`src/rtl/didactic_obi2apb_pkg.sv`:
```
// Shared definitions for didactic_obi2apb_bridge: FSM state encoding and timeout constants.
// The timeout constants are only used when DIDACTIC_OBI2APB_TIMEOUT_EN is defined.
package didactic_obi2apb_pkg;

  typedef enum logic [1:0] {
    IDLE   = 2'd0,
    SETUP  = 2'd1,
    ACCESS = 2'd2,
    RESP   = 2'd3
  } obi2apb_state_e;

  localparam int unsigned TIMEOUT_CYC_DEFAULT = 255;
  localparam logic [31:0] TIMEOUT_RDATA       = 32'h0000_0000;

endpackage

```
`src/rtl/didactic_obi2apb_bridge.sv`:
```
// OBI responder to APB requester bridge, one outstanding transaction, one APB transfer per request.
// Optional ACCESS-phase timeout enabled by defining DIDACTIC_OBI2APB_TIMEOUT_EN.
module didactic_obi2apb_bridge
  import didactic_obi2apb_pkg::*;
#(
  parameter int unsigned OBI_AW      = 32,
  parameter int unsigned OBI_DW      = 32,
  parameter int unsigned OBI_IDW     = 1,
  parameter int unsigned APB_AW      = 12,
  parameter int unsigned APB_DW      = 32,
  parameter int unsigned TIMEOUT_CYC = TIMEOUT_CYC_DEFAULT
) (
  input  logic                  clk_i,
  input  logic                  rst_ni,
  input  logic                  obi_req_i,
  output logic                  obi_gnt_o,
  input  logic [OBI_AW-1:0]     obi_addr_i,
  input  logic                  obi_we_i,
  input  logic [OBI_DW/8-1:0]   obi_be_i,
  input  logic [OBI_DW-1:0]     obi_wdata_i,
  input  logic [OBI_IDW-1:0]    obi_aid_i,
  output logic                  obi_rvalid_o,
  input  logic                  obi_rready_i,
  output logic [OBI_DW-1:0]     obi_rdata_o,
  output logic                  obi_err_o,
  output logic [OBI_IDW-1:0]    obi_rid_o,
  output logic [APB_AW-1:0]     paddr_o,
  output logic                  psel_o,
  output logic                  penable_o,
  output logic                  pwrite_o,
  output logic [APB_DW-1:0]     pwdata_o,
  output logic [APB_DW/8-1:0]   pstrb_o,
  input  logic [APB_DW-1:0]     prdata_i,
  input  logic                  pready_i,
  input  logic                  pslverr_i
);

  obi2apb_state_e          state_reg, state_next;
  logic [APB_AW-1:0]       paddr_reg;
  logic                    pwrite_reg;
  logic [APB_DW/8-1:0]     pstrb_reg;
  logic [APB_DW-1:0]       pwdata_reg;
  logic [OBI_IDW-1:0]      rid_reg;
  logic [OBI_DW-1:0]       rdata_reg;
  logic                    err_reg;
  logic                    unused_ok;

`ifdef DIDACTIC_OBI2APB_TIMEOUT_EN
  localparam int unsigned CNT_W = $clog2(TIMEOUT_CYC + 1);
  logic [CNT_W-1:0] cnt_reg;
  logic             timeout_hit;

  // Expiry on the TIMEOUT_CYC-th ACCESS cycle; a simultaneous pready_i still completes normally.
  assign timeout_hit = (state_reg == ACCESS) && !pready_i &&
                       (cnt_reg == CNT_W'(TIMEOUT_CYC - 1));

  always_ff @(posedge clk_i or posedge rst_ni) begin
    if (rst_ni) begin
      cnt_reg <= '0;
    end else if (state_reg != ACCESS) begin
      cnt_reg <= '0;
    end else begin
      cnt_reg <= cnt_reg + CNT_W'(1);
    end
  end

  assign unused_ok = ^obi_addr_i[OBI_AW-1:APB_AW];
`else
  assign unused_ok = ^{obi_addr_i[OBI_AW-1:APB_AW], TIMEOUT_CYC[0]};
`endif

  always_comb begin
    state_next = state_reg;
    case (state_reg)
      IDLE:    if (obi_req_i) state_next = SETUP;
      SETUP:   state_next = ACCESS;
`ifdef DIDACTIC_OBI2APB_TIMEOUT_EN
      ACCESS:  if (pready_i || timeout_hit) state_next = RESP;
`else
      ACCESS:  if (pready_i) state_next = RESP;
`endif
      RESP:    if (obi_rready_i) state_next = IDLE;
      default: state_next = IDLE;
    endcase
  end

  // rst_ni is active-high here; reset clears any in-flight transfer without a response.
  always_ff @(posedge clk_i or posedge rst_ni) begin
    if (rst_ni) begin
      state_reg  <= IDLE;
      paddr_reg  <= '0;
      pwrite_reg <= 1'b0;
      pstrb_reg  <= '0;
      pwdata_reg <= '0;
      rid_reg    <= '0;
      rdata_reg  <= '0;
      err_reg    <= 1'b0;
    end else begin
      state_reg <= state_next;
      if (state_reg == IDLE && obi_req_i) begin
        paddr_reg  <= obi_addr_i[APB_AW-1:0];
        pwrite_reg <= obi_we_i;
        pstrb_reg  <= obi_we_i ? obi_be_i : '0;
        pwdata_reg <= obi_wdata_i;
        rid_reg    <= obi_aid_i;
      end
      if (state_reg == ACCESS && pready_i) begin
        rdata_reg <= pwrite_reg ? '0 : prdata_i;
        err_reg   <= pslverr_i;
      end
`ifdef DIDACTIC_OBI2APB_TIMEOUT_EN
      else if (timeout_hit) begin
        rdata_reg <= OBI_DW'(TIMEOUT_RDATA);
        err_reg   <= 1'b1;
      end
`endif
    end
  end

  assign obi_gnt_o    = (state_reg == IDLE) && obi_req_i;
  assign obi_rvalid_o = (state_reg == RESP);
  assign obi_rdata_o  = rdata_reg;
  assign obi_err_o    = err_reg;
  assign obi_rid_o    = rid_reg;
  assign psel_o       = (state_reg == SETUP) || (state_reg == ACCESS);
  assign penable_o    = (state_reg == ACCESS);
  assign paddr_o      = paddr_reg;
  assign pwrite_o     = pwrite_reg;
  assign pwdata_o     = pwdata_reg;
  assign pstrb_o      = pstrb_reg;

endmodule

```
`config.mk`:
```
export PLATFORM = sky130hd
export DESIGN_NAME = didactic_obi2apb_bridge
export DESIGN_NICKNAME = d
export VERILOG_FILES = /design/src/rtl/didactic_obi2apb_pkg.sv /design/src/rtl/didactic_obi2apb_bridge.sv
export SDC_FILE = /design/constraint.sdc
export NUM_CORES = 1
export LEC_CHECK = 0
export CAP_MARGIN = 20
export CORE_MARGIN = 3
export CORE_UTILIZATION = 56
export DETAILED_ROUTE_END_ITERATION = 6
export DONT_BUFFER_PORTS = 1
export GPL_ROUTABILITY_DRIVEN = 1
export PLACE_DENSITY = 0.71
export SLEW_MARGIN = 20
export SYNTH_ARGS = -nofsm -noshare
export SYNTH_HDL_FRONTEND = slang
export SYNTH_SLANG_ARGS = --single-unit
```
`constraint.sdc`:
```
create_clock -name clk_i -period 3.3 [get_ports clk_i]
set_clock_uncertainty 0.05 [all_clocks]
set_input_delay 0.66 -clock clk_i [delete_from_list [all_inputs] [get_ports clk_i]]
set_output_delay 0.66 -clock clk_i [all_outputs]
set_load 0.02 [all_outputs]
```
# Word level (Yosys, flattened, before mapping)
# Index checks and enable logic that the tools add are counted.
# word_totals
ff_bits,85
elab_cells,25
output_inout_bits,87
# classes
n_reduce_logical,5
eq_ne,6
muxes,6
# ops
op,n
32-bit 2-to-1 mux,1
2-bit case mux with 4 select lines,1
2-bit 2-to-1 mux,3
2-bit == test (second input constant),2
4-bit 2-to-1 mux,1
2-bit by 1-bit != test with 1-bit output (second input constant),2
3-bit AND reduction,1
2-bit by 1-bit == test with 1-bit output (second input constant),1
1-bit logical AND,2
2-bit zero test,1
2-bit != test (second input constant),1
1-bit logical OR,1

# Longest topological paths before layout
# Gate-level depths: netlist of run 1.
# logic_depth
depth_word,3
depth_mapped,7
ltp_nobuf,5

# Worst setup path before layout of run 1
# Ideal clock, no wire load.
# synth_path
path_kind,input to output
startpoint,input obi_req_i
endpoint,output obi_gnt_o
n_path_buf,1
stages,3
setup_slack_ns,1.402
arrival_ns,1.188
t_required_ns,2.590
cell_sequence,nand2_1 buf_2 inv_1
# synth_between
elab_chain_len,1
# synth_lines
item,line,rtl
from (decl),didactic_obi2apb_bridge.sv:15,"input logic obi_req_i,"
1-bit logical AND,didactic_obi2apb_bridge.sv:120,assign obi_gnt_o = (state_reg == IDLE) && obi_req_i;
to (decl),didactic_obi2apb_bridge.sv:16,"output logic obi_gnt_o,"
# Every way passes these cells.

# Final worst setup path of run 1
# layout_path
startpoint,register state_reg[0]
endpoint,output obi_gnt_o
# layout_between
elab_chain_len,2
# layout_lines
item,line,rtl
from (decl),didactic_obi2apb_bridge.sv:38,"obi2apb_state_e state_reg, state_next;"
from (signal assigned),didactic_obi2apb_bridge.sv:99,state_reg <= state_next;
2-bit zero test,didactic_obi2apb_bridge.sv:120,
1-bit logical AND,didactic_obi2apb_bridge.sv:120,
# Every way passes these cells.

==> results.md, run 1 <==
- After floorplanning, the core was divided into 27 placement rows.
- The number of hold-repair buffers added at the cts stage is 0.
- The number of cells upsized or downsized after cts is 0.
- The number of failing setup endpoints in the final timing report is 0.
- The post-route total power is 4.22 mW.
- Using the TritonRoute via totals, the vias-per-cell ratio works out to 5.50.
- For this design, the sink count on the clock tree is 85.
- The clock-pin slew on the worst setup and hold paths is 0.08 ns.
- The largest net degree at the start of global routing is 66.
- Buffers added to address setup during post-CTS repair amount to 0.
- The accumulated negative setup slack is 0 ns.
- In this run the power density over the cells is 1160 nW/um^2.
- After synthesis, the largest area contributor takes up 63.1% of total cell area.
- The library cells used most frequently in the layout, excluding fill and tap cells, are sky130_fd_sc_hd__dfrtp_1, sky130_fd_sc_hd__mux2_2, sky130_fd_sc_hd__nand2_1.
- The final-report hold violation count was 0.
- Routability-driven placement finished with a final weighted congestion of 0.748.
- The worst min-delay path category is input pin to async pin.
- The core region is 5680 um^2.
- For the finished layout, the period the worst path requires is 2.23 ns.
- The post-synthesis instance area is 3370 um^2.
- The clock network latency to the later pin of the worst-skew pair is 0.33 ns.
- Before antenna repair, the detailed router went through 4 iterations.
- The number of I/O port buffers is 0.
- For the worst setup path, the data required time is 2.59 ns.
- The distinct cell type count of the synthesized netlist is 14.
- The fraction of final layout cells with drive strength greater than 1 is 24.7%.
- The final layout contains routed wiring with a total length of 6710 um.
- The die boundary width is 83.6 um.
- Across the VDD grid, the largest voltage drop is 883 uV.
- The critical path class is flip-flop to output pin.
- After filler insertion, the fill cell instance count of the layout stands at 456.
- Setup repair after global routing left no endpoint under its margin.
- In this run the remaining antenna-violating nets after routing total 0.
- After detailed routing, the number of remaining DRC violations is 0.
- The CTS tree is built.
- The die outline area is 6980 um^2.
- The final count of pins violating max slew is 0.
- The commonest non-fill, non-tap cell in the layout is sky130_fd_sc_hd__dfrtp_1.
- Yosys attributes the largest share of cell area to sky130_fd_sc_hd__dfrtp_1, sky130_fd_sc_hd__mux2_2, sky130_fd_sc_hd__nand2b_1.
- The synthesized area per cell is 12.4 um^2.
- The area growth from synthesis to layout is 7.87%.
- The number of antenna diodes in the final layout is 0.
- The number of max-cap violations is 0.
- For this configuration, the core starts out at a cell density of 59.4%.
- The detailed placement HPWL is 4990 um.
- Of all cell types, the one taking the most synthesized area is sky130_fd_sc_hd__dfrtp_1.
- The top-level I/O count is 195.
- In this run the number of H-tree levels came out at 3.
- The initial antenna violation count is 0.
- The worst slack on hold paths is 0.272 ns.
- Cells fill 64.0% of the core in the end.
- For the pin with the worst max-slew slack, the measured transition is 0.955 ns.
- The maximum number of buffers from clock root to sink is 2.
- Detailed routing inserted a total of 1909 vias.
- The first global-routing pass estimated 10500 um of wire.
- Data arrives at the worst endpoint at 1.52 ns.
- The via count of the first global-routing pass is 1901.
- The clock root buffer master is sky130_fd_sc_hd__clkbuf_8.
- The post-synthesis instance total is 272.
- Yosys printed 0 warnings.
- The net total in the final layout is 384.
- Counting flops and latches in the post-synthesis netlist gives 85.
- The register area share after synthesis is 63.1%.
- Static timing analysis puts the maximum clock frequency at 449 MHz.
- In the global route stage, overall resource usage came out at 19.2%.
- Clock tree synthesis inserted a total of 9 buffers.
- The kind of launch point of the worst setup path is a flip-flop.
- The number of nets handed over by synthesis was 384.
- The flow ran to the end, and the final reports show no timing, DRC or antenna violations.
- For this block, the initial DRC count from the detailed router was 52.
- Along the worst path, the maximum fanout reaches 11.
- The endpoint type of the worst setup path is an output pin.
- In the final routed layout, each cell accounts on average for 19.3 um.
- The leakage power is 1.66 nW.
- The height of the chip is 83.6 um.
- Of the available clock period, the critical path in the final layout requires 67.5%.
- Measured against its own limit, the worst slew margin works out to 36.3%.
- The total congestion overflow is 0.
[layout make-up]
cell class | count | area [um^2] | share of cell area (%)
Clock buffer | 9 | 124 | 3.41
Clock inverter | 5 | 77.6 | 2.13
Inverter | 7 | 28.8 | 0.792
Multi-Input combinational cell | 165 | 1160 | 31.8
Sequential cell | 85 | 2130 | 58.5
Tap cell | 72 | 90.1 | 2.48
Timing Repair Buffer | 4 | 30.0 | 0.826
[critical path: stages (launching register included)]
cell,delay (ns)
sky130_fd_sc_hd__dfrtp_1,0.39
sky130_fd_sc_hd__inv_1,0.12
sky130_fd_sc_hd__ha_1,0.20
sky130_fd_sc_hd__nand2_2,0.22
sky130_fd_sc_hd__inv_1,0.25
[layer usage]
metal | routed length [um] | vias up | track usage (%)
met5 | 0 | - | 0
met4 | 112 | 0 | 7.60
met3 | 720 | 11 | 6.91
met2 | 3370 | 102 | 30.4
met1 | 2510 | 905 | 24.0
li1 | - | 891 | -
[power breakdown]
part | internal, mW | total [mW] | leakage, nW | switching [mW]
Sequential | 1.54 | 2.55 | 1.04 | 1.01
Combinational | 0.496 | 0.916 | 0.527 | 0.420
Clock | 0.415 | 0.754 | 0.101 | 0.338
Total | 2.46 | 4.22 | 1.66 | 1.77
[Yosys cell counts]
master	n
sky130_fd_sc_hd__dfrtp_1	85
sky130_fd_sc_hd__mux2_2	47
sky130_fd_sc_hd__nand2_1	42
sky130_fd_sc_hd__o21ai_0	36
sky130_fd_sc_hd__nand2b_1	32
sky130_fd_sc_hd__clkbuf_1	8
sky130_fd_sc_hd__inv_1	7
sky130_fd_sc_hd__buf_2	6
sky130_fd_sc_hd__ha_1	4
sky130_fd_sc_hd__a222oi_1	1
sky130_fd_sc_hd__buf_1	1
sky130_fd_sc_hd__mux2_1	1
sky130_fd_sc_hd__mux2i_1	1
sky130_fd_sc_hd__nor2_1	1
[worst paths after layout]
path / startpoint / to / slack (ns) / cells past startpoint
max: state_reg[0] / obi_gnt_o / 1.07 / 4
min: rst_ni / pwdata_o[8] / 0.27 / 1
max reg2reg: state_reg[0] / obi_err_o / 1.16 / 4
min reg2reg: state_reg[1] / state_reg[1] / 0.52 / 1
max in group asynchronous: rst_ni / pwdata_o[25] / 2.21 / 2
min in group clk_i: obi_we_i / pstrb_o[1] / 0.41 / 2
[per-stage QoR]
stage	instance area, um^2	worst slack [ns]	std cells
finish	3630	1.07	347
global route	3630	0.964	347
CTS	3630	1.04	347
detailed placement	3430	1.16	333
global placement	3430	1.18	333
floorplan	3370	0.397	272
[logic make-up (layout without fill, tap and decap cells)]
family,count (synthesis),in the layout,share of synthesized area (%)
flip-flops,85,85,63.1
adder cells (fa/ha/maj),4,4,1.49
AND/OR/NAND/NOR,75,75,10.7
buffers and inverters,22,25,2.67
AO/OA/AOI/OAI,37,37,5.64
multiplexers,49,49,16.3
No activity file was read; power rests on OpenSTA's default activity.
==> inputs of run 2 (changes only) <==
--- a/config.mk
+++ b/config.mk
@@ -11,7 +11,7 @@
 export DETAILED_ROUTE_END_ITERATION = 6
 export DONT_BUFFER_PORTS = 1
 export GPL_ROUTABILITY_DRIVEN = 1
-export PLACE_DENSITY = 0.71
+export PLACE_DENSITY = 0.74
 export SLEW_MARGIN = 20
 export SYNTH_ARGS = -nofsm -noshare
 export SYNTH_HDL_FRONTEND = slang
==> constraint.sdc (replaced) <==
create_clock -name clk_i -period 1.8 [get_ports clk_i]
set_clock_uncertainty 0.05 [all_clocks]
set_input_delay 0.36 -clock clk_i [delete_from_list [all_inputs] [get_ports clk_i]]
set_output_delay 0.36 -clock clk_i [all_outputs]
set_load 0.02 [all_outputs]
==> run 2 against run 1 <==
The run now ends with negative hold slack left. Sequential share of layout area down 2.2 points. Wire length rose by 1.6%. Worst hold slack worse by 0.27 ns. Clock power rose by 88%. Global-route usage is essentially flat. Flip-flop and latch count did not move. Setup slack got worse by 0.99 ns. Highest routed layer unchanged.
==> results.md, run 2 (synthesized netlist as in run 1, its figures left out) <==
- Clock latency on the worst-skew pair, taken at its later pin, is 0.32 ns.
- Summed over all cells, the static leakage comes to 1.73 nW.
- The placeable core region is 5680 um^2.
- Data arrives at the worst endpoint at 1.31 ns.
- The cell family with the largest share of critical-path delay is flip-flops.
- In the routed layout, each cell is associated on average with a via count of 5.54.
- The initial standard-cell utilization of the core is 59.4%.
- The overall routing resource usage is 19.2%.
- The die covers 6980 um^2.
- The final antenna diode count is 0.
- In this run the vertical extent of the chip is 83.6 um.
- The number of CTS-inserted buffers is 9.
- The via count of the first global-routing pass is 2093.
- The H-tree was split into 3 levels.
- The accumulated negative setup slack is 0 ns.
- The critical path goes through inv_2 -> buf_4 -> ha_2 -> buf_4.
- For the worst setup path, the data required time is 1.39 ns.
- Counting along the longest clock path gives a buffer depth of 2.
- The library cell used most frequently in the layout, excluding fill and tap cells, is sky130_fd_sc_hd__dfrtp_1.
- VDD sags by at most 1080 uV.
- Clock tree synthesis found a total of 85 sinks.
- In this run the remaining antenna-violating nets after routing total 0.
- Among all stages on the critical path, the largest delay is contributed by sky130_fd_sc_hd__dfrtp_1.
- The number of I/O port buffers is 0.
- After clock tree synthesis, the clock-pin slew on the worst setup and hold paths is 0.08 ns.
- The largest net degree at the start of global routing is 65.
- Across the run, the number of max-cap violations was 0.
- The routed wirelength normalized by instance count is 19.1 um.
- The final-report hold violation count is 1.
- In this run the power density over the cells is 2140 nW/um^2.
- The HPWL after detailed placement is 5100 um.
- In this design, the stage delay of the slowest critical-path cell is 0.40 ns.
- After detailed routing, the total wire length is 6820 um.
- The fraction of final layout cells with drive strength greater than 1 is 28.4%.
- The final count of pins violating max slew was 0.
- The CTS tree is built.
- Leaving out fill and tap cells, the most frequent cells in the layout are sky130_fd_sc_hd__dfrtp_1, sky130_fd_sc_hd__mux2_2, sky130_fd_sc_hd__nand2_1.
- At the end of routability-driven placement, the weighted congestion stood at 0.739.
- Setup repair after global routing left no endpoint under its margin.
- The clock root buffer master is sky130_fd_sc_hd__clkbuf_8.
- In this run the worst hold path is classified as input pin to async pin.
- For this run the aggregate overflow at the end of global routing stands at 0.
- The first TritonRoute pass finished after 4 iterations.
- The share of the clock period used by the worst path after layout is 95.6%.
- The length in cells of the worst reg-to-reg path is 5.
- In this run the tightest slew margin relative to its limit is 65.4%.
- In the final design database the tool counted 393 nets.
- The endpoint type of the worst setup path is an output pin.
- The iteration-0 DRC count of the detailed router is 77.
- After detailed routing, the number of remaining DRC violations is 0.
- The total number of vias is 1979.
- The die boundary width is 83.6 um.
- The checks that failed: negative hold slack.
- The end of the worst register-to-register path is state_reg[1].
- The number of hold-repair buffers added at the cts stage is 0.
- The standard-cell row count is 27.
- The count of buffer and inverter cells on the critical path is 3.
- 195 I/O pins were placed.
- The reg2reg setup slack is 0.14 ns.
- The layout overhead on the synthesized area is 12.1%.
- For the pin with the worst max-slew slack, the measured transition is 0.519 ns.
- The initial antenna violation count is 0.
- The largest fanout on the critical path is 4.
- The critical path is of the flip-flop to output pin type.
- The number of failing setup endpoints in the final timing report is 0.
- For this run, the top clock speed supported by timing is 581 MHz.
- The critical path depth is 4.
- The clock period could shrink to 1.72 ns.
- Counting stages on the worst path, the most repeated cell is sky130_fd_sc_hd__buf_4.
- The kind of launch point of the worst setup path is a flip-flop.
- The flow ran to the end, but the final reports show violations.
- The first global-routing pass estimated 10700 um of wire.
- Across all hold checks on the routed design, the worst slack comes to -0.00163 ns.
- The worst reg2reg path startpoint is state_reg[0].
==> run 2: per-stage QoR <==
step	cell area, um^2	total power [mW]	setup WS (ns)	std cells	utilization [%]
floorplan	3370	5.96	0.186	272	-
global placement	3500	6.44	0.233	339	61.8
detailed placement	3500	6.60	0.172	339	61.8
CTS	3740	8.07	0.00598	355	65.9
global route	3780	8.55	0.00370	357	66.5
finish	3780	8.06	0.0801	357	66.5
==> run 2: power by group <==
group	leakage, nW	switching [mW]	internal, mW
sequential	1.04	1.77	2.83
combinational	0.585	0.928	1.11
clock	0.105	0.614	0.811
==> run 2: area by class of cell <==
type / instances / area, um^2
sequential: 85 / 2130
fill: 433 / 1900
clock buffer: 11 / 141
clock inverter: 4 / 72.6
tap: 72 / 90.1
multi-input combinational: 165 / 1180
inverter: 7 / 32.5
timing repair buffer: 13 / 135
==> run 2: worst max-delay path by stage <==
stage / start / endpoint / slack, ns
detailed placement: state_reg[0] / state_reg[1] / 0.17
global route: state_reg[0] / penable_o / 0.004
global placement: state_reg[0] / state_reg[1] / 0.23
floorplan: state_reg[0] / state_reg[1] / 0.19
CTS: state_reg[0] / obi_gnt_o / 0.006
finish: state_reg[0] / penable_o / 0.08
==> run 2: routing by layer <==
metal | GRT usage, % | up-vias | part of all wire [%]
met3 | 6.02 | 10 | 9.8
met2 | 33.4 | 106 | 52
met1 | 22.3 | 951 | 37
li1 | - | 912 | -
met4 | 6.87 | 0 | 1.3
met5 | 0 | - | 0
==> run 2: what timing repair did <==
action / CTS / global route
endpoints found under the setup margin: 1 / 1
hold endpoints to repair: 0 / 0
resized for setup: 6 / 4
cloned: 0 / 0
buffers inserted: 1 / 2
